### src/rtl/exu_lsu_ctrl.sv
// Load/store control stage behind the AGU: drives the single-port DTCM, aligns and
// extends load data, and returns load results in order through a credit-limited FIFO.
module exu_lsu_ctrl #(
   parameter int XLEN            = 32,
   parameter int DTCM_ADDR_WIDTH = 16,
   parameter int ITAG_WIDTH      = 1,
   parameter int OUTS_DEPTH      = 2
) (
   input  logic                       clk_i,
   input  logic                       rst_i,
   input  logic                       lsu_cmd_valid_i,
   output logic                       lsu_cmd_ready_o,
   input  logic [DTCM_ADDR_WIDTH-1:0] lsu_cmd_addr_i,
   input  logic                       lsu_cmd_read_i,
   input  logic [XLEN-1:0]            lsu_cmd_wdata_i,
   input  logic [XLEN/8-1:0]          lsu_cmd_wmask_i,
   input  logic [1:0]                 lsu_cmd_size_i,
   input  logic                       lsu_cmd_usign_i,
   input  logic [ITAG_WIDTH-1:0]      lsu_cmd_itag_i,
   output logic                       dtcm_cs_o,
   output logic                       dtcm_we_o,
   output logic [DTCM_ADDR_WIDTH-3:0] dtcm_addr_o,
   output logic [XLEN/8-1:0]          dtcm_wem_o,
   output logic [XLEN-1:0]            dtcm_din_o,
   input  logic [XLEN-1:0]            dtcm_dout_i,
   output logic                       lsu_agu_rsp_valid_o,
   output logic                       lsu_o_valid_o,
   input  logic                       lsu_o_ready_i,
   output logic [XLEN-1:0]            lsu_o_wbck_wdat_o,
   output logic [ITAG_WIDTH-1:0]      lsu_o_wbck_itag_o
);

   localparam int PW = (OUTS_DEPTH > 1) ? $clog2(OUTS_DEPTH) : 1;
   localparam int CW = $clog2(OUTS_DEPTH + 1);

   logic                  issueVld_q;
   logic                  ldInflight_q;
   logic                  usign_q;
   logic [1:0]            offs_q;
   logic [1:0]            size_q;
   logic [ITAG_WIDTH-1:0] itag_q;

   logic [XLEN-1:0]       dataMem_q [OUTS_DEPTH];
   logic [ITAG_WIDTH-1:0] itagMem_q [OUTS_DEPTH];
   logic [PW-1:0]         wptr_q, wptr_d;
   logic [PW-1:0]         rptr_q, rptr_d;
   logic [CW-1:0]         cnt_q, cnt_d;
   logic [CW:0]           occ;

   logic                  hs;
   logic                  push;
   logic                  pop;
   logic [7:0]            loadByte;
   logic [15:0]           loadHalf;
   logic [XLEN-1:0]       loadData;

   function automatic logic [PW-1:0] ptrInc(input logic [PW-1:0] p);
      if (p == PW'(OUTS_DEPTH - 1)) begin
         return '0;
      end
      return p + 1'b1;
   endfunction

   // A credit is held from acceptance of a load until its result leaves the FIFO,
   // so a push can never land on a full FIFO.
   assign occ             = {1'b0, cnt_q} + {{CW{1'b0}}, ldInflight_q};
   assign lsu_cmd_ready_o = (occ < (CW + 1)'(OUTS_DEPTH));
   assign hs              = lsu_cmd_valid_i & lsu_cmd_ready_o;

   assign dtcm_cs_o   = hs;
   assign dtcm_we_o   = hs & ~lsu_cmd_read_i;
   assign dtcm_addr_o = lsu_cmd_addr_i[DTCM_ADDR_WIDTH-1:2];
   assign dtcm_wem_o  = lsu_cmd_wmask_i & {(XLEN/8){~lsu_cmd_read_i}};
   assign dtcm_din_o  = lsu_cmd_wdata_i;

   assign lsu_agu_rsp_valid_o = issueVld_q;
   assign push                = ldInflight_q;
   assign lsu_o_valid_o       = (cnt_q != '0);
   assign pop                 = lsu_o_valid_o & lsu_o_ready_i;
   assign lsu_o_wbck_wdat_o   = dataMem_q[rptr_q];
   assign lsu_o_wbck_itag_o   = itagMem_q[rptr_q];

   always_ff @(posedge clk_i) begin
      if (rst_i) begin
         issueVld_q   <= 1'b0;
         ldInflight_q <= 1'b0;
         usign_q      <= 1'b0;
         offs_q       <= 2'b00;
         size_q       <= 2'b00;
         itag_q       <= '0;
      end else begin
         issueVld_q   <= hs;
         ldInflight_q <= hs & lsu_cmd_read_i;
         usign_q      <= lsu_cmd_usign_i;
         offs_q       <= lsu_cmd_addr_i[1:0];
         size_q       <= lsu_cmd_size_i;
         itag_q       <= lsu_cmd_itag_i;
      end
   end

   always_comb begin
      loadByte = dtcm_dout_i[7:0];
      loadHalf = offs_q[1] ? dtcm_dout_i[31:16] : dtcm_dout_i[15:0];
      loadData = dtcm_dout_i;
      case (offs_q)
         2'd1:    loadByte = dtcm_dout_i[15:8];
         2'd2:    loadByte = dtcm_dout_i[23:16];
         2'd3:    loadByte = dtcm_dout_i[31:24];
         default: loadByte = dtcm_dout_i[7:0];
      endcase
      // Size 2'b11 falls through to the word case.
      case (size_q)
         2'b00:   loadData = {{(XLEN-8){loadByte[7] & ~usign_q}}, loadByte};
         2'b01:   loadData = {{(XLEN-16){loadHalf[15] & ~usign_q}}, loadHalf};
         default: loadData = dtcm_dout_i;
      endcase
   end

   always_comb begin
      wptr_d = push ? ptrInc(wptr_q) : wptr_q;
      rptr_d = pop ? ptrInc(rptr_q) : rptr_q;
      case ({push, pop})
         2'b10:   cnt_d = cnt_q + 1'b1;
         2'b01:   cnt_d = cnt_q - 1'b1;
         default: cnt_d = cnt_q;
      endcase
   end

   always_ff @(posedge clk_i) begin
      if (rst_i) begin
         wptr_q <= '0;
         rptr_q <= '0;
         cnt_q  <= '0;
      end else begin
         wptr_q <= wptr_d;
         rptr_q <= rptr_d;
         cnt_q  <= cnt_d;
      end
   end

   always_ff @(posedge clk_i) begin
      if (push && !rst_i) begin
         dataMem_q[wptr_q] <= loadData;
         itagMem_q[wptr_q] <= itag_q;
      end
   end

endmodule

### config.mk
export PLATFORM = sky130hd
export DESIGN_NAME = exu_lsu_ctrl
export DESIGN_NICKNAME = d
export VERILOG_FILES = /design/src/rtl/exu_lsu_ctrl.sv
export SDC_FILE = /design/constraint.sdc
export NUM_CORES = 1
export LEC_CHECK = 0
export ABC_AREA = 0
export CORE_MARGIN = 2
export CORE_UTILIZATION = 40
export CTS_CLUSTER_DIAMETER = 200
export DETAILED_ROUTE_END_ITERATION = 10
export PLACE_DENSITY = 0.77
export SKIP_LAST_GASP = 1
export SYNTH_ARGS = -nofsm -noshare
export SYNTH_HDL_FRONTEND = slang
export SYNTH_SLANG_ARGS = --single-unit
### constraint.sdc
create_clock -name clk_i -period 10.3 [get_ports clk_i]
set_input_delay 2.06 -clock clk_i [delete_from_list [all_inputs] [get_ports clk_i]]
set_output_delay 2.06 -clock clk_i [all_outputs]
set_load 0.02 [all_outputs]
==> metrics <==
Final Hold Fails=0; worst setup path end=dtcm_wem_o[1]; CTS Hold Bufs=0; post-route insts no fill=479; most common cell after layout, fill and taps aside=clkdlybuf4s50_1; # IOs=181; first-pass GRT wire length=14500 um; detailed placement HPWL=6960 um; Seq/Total Area, Yosys=55.9%; DP Worst Slack=4.90 ns; worst-path cell chain=clkdlybuf4s50_1, nor2b_1, clkdlybuf4s50_1; # diodes=0; DRT iter0 DRCs=185; final cell utilization of the core=50.2%; worst-margin pin slew=1.23 ns; TNS Setup=0 ns; CP Launch Type=input port; share of cells above drive strength 1=21.1%; Mapped Cells=304; initial antenna violation count=0; DRC=0; P_leak=1.66 nW; largest net degree at the start of global routing=34; GR Layer Usage met2=31.6%; setup ws final=4.90 ns; Max Root-Sink Buffers=2; launch point of the worst reg-to-reg path=offs_q[0]$_SDFF_PP0_; core area=9770 sq um; wire per inst=20.2 um; cell repeated most along the worst path=clkdlybuf4s50_1; number of placed cells counting well taps=463; CTS buffer count=9; CTS H-tree lvls=3; reg2reg end=dataMem_q[1][10]$_DFFE_PP_; CTS tree=yes; YS warnings=0; syn_nets=398; Worst Skew=0.0124 ns; #FFs+latches synth=79; # rows=36; Synth cell types=32; Die ar.=10900 sq um; post-layout power=0.829 mW; final net count=435; Worst Reg-to-Reg Cells=3; post_cts resized=0; Initial DRT Pass Iterations=4; pwr dens=169 nW/um^2; Vias per Instance=5.24; final WL=9690 um; met1 Track Usage GR=18.5%; Slew headroom=17.8%; Synth top area share=49.4%; Clock transition at path regs=0.08 ns; vias=2512; antenna-violating nets left=0; Die Ht=104 um; period utilisation layout=52.4%; Mapped Area=4010 sq um; FMAX=185 MHz; Final setup viols=0; Clk Latency, worst-skew pair=0.35 ns; GRT Overall Usage=17.7%; max incr delay on CP=0.62 ns; postcts setup bufs=0; worst hold path type=flop to flop; Setup CP Type=input port to output pin; Layout area overhead=22.2%; RSZ-0062 raised after global routing=false; GRT busiest layer=met2; leading area contributor after synthesis=edfxtp_1; total gr overflow=0; average instance area after synthesis=13.2 sq um; status=completed; reg2reg setup slack=7.72 ns; CP endpoint kind=output pin; clk root buf=clkbuf_8; die extent in x=104 um; port bufs=88; Initial Utilization=41.1%; Critical-path top delay cell=clkdlybuf4s50_1; CP startpoint=lsu_cmd_read_i; RD Place Congestion=0.804; Critical Path AT=3.34 ns; met3 usage=5.64%; number of global-route vias before repair=2533; Worst VDD drop=65.0 uV; Worst EP required=8.24 ns; max-slew violations=0; top cells by area, synth=edfxtp_1 49%, mux2_2 9.3%, buf_4 8.8%; most frequent cells in the layout=88 x clkdlybuf4s50_1, 66 x edfxtp_1, 33 x mux2_2; final worst path period need=5.40 ns; CP max FO=6; TritonCTS Sinks=79; maxcap violations=0
cell type report:
cell class                 instances  area, sq um
timing repair buffer              92          911
tap                              133          166
inverter                          13         48.8
sequential                        79         2240
clock inverter                     6          116
clock buffer                      10          128
multi-input combinational        146         1290
fill                             844         4870
cells by family (layout without fill, tap and decap cells):
kind of cell / after synthesis / after routing / share of synthesized area, %
AOI/OAI and AO/OA: 47 / 47 / 10.8
muxes: 42 / 42 / 13.7
DFF: 79 / 79 / 55.9
and+or+nand+nor: 52 / 52 / 6.11
adders and majority gates: 1 / 1 / 0.312
xor gates and xnor gates: 4 / 4 / 0.873
buffers and inverters: 79 / 121 / 12.4
per-stage QoR:
stage	cell area, sq um	hold slack, ns
floorplan	4010	0.404
finish	4910	0.443
global placement	4660	0.411
global route	4910	0.460
detailed placement	4660	0.425
CTS	4910	0.446
worst min-delay path by stage:
stage | from | end | slack, ns | depth (start not counted)
floorplan | itag_q$_SDFF_PP0_ | itagMem_q[0]$_DFFE_PP_ | 0.40 | 0
global placement | itag_q$_SDFF_PP0_ | itagMem_q[1]$_DFFE_PP_ | 0.41 | 0
detailed placement | itag_q$_SDFF_PP0_ | itagMem_q[1]$_DFFE_PP_ | 0.43 | 0
CTS | itag_q$_SDFF_PP0_ | itagMem_q[1]$_DFFE_PP_ | 0.45 | 0
global route | itag_q$_SDFF_PP0_ | itagMem_q[1]$_DFFE_PP_ | 0.46 | 0
finish | itag_q$_SDFF_PP0_ | itagMem_q[1]$_DFFE_PP_ | 0.44 | 0
per-layer routing:
layer / share of wire [%] / vias to the layer above / wire length [um]
met1: 35 / 1200 / 3360
met2: 53 / 123 / 5130
met3: 8.4 / 39 / 816
met5: 0 / - / 0
li1: - / 1150 / -
met4: 3.9 / 0 / 381
synthesized netlist by cell type (all sizes together):
cell type	instances
a21oi	3
a22o	1
and3b	1
buf	57
clkbuf	9
dfxtp	13
edfxtp	66
ha	1
inv	13
mux2	33
mux2i	2
mux4	7
nand2	27
nor2	8
nor2b	10
nor3	1
nor3b	2
o211ai	16
o21a	1
o21ai	1
o221ai	9
o22a	14
o311ai	1
o31ai	1
or2	1
or3	1
or4b	1
xnor2	3
xor2	1
state kept, by name, indices dropped and copies added (netlist names), named ones only:
register,count
ldInflight_q,1
dataMem_q,64
cnt_q,2
rptr_q,1
lsu_agu_rsp_valid_o,1
itagMem_q,2
usign_q,1
itag_q,1
offs_q,2
wptr_q,1
size_q,2
critical path: cells and delay by family:
kind,cells,cell delay (ns)
buffers and inverters,2,1.11
and+or+nand+nor,1,0.16
power by group:
group	leakage (nW)	internal [mW]	switching [mW]
Sequential	0.706	0.362	0.00897
Combinational	0.828	0.0941	0.0873
Clock	0.121	0.163	0.113
Total	1.66	0.619	0.210
Power figures use the tool's default switching activity.
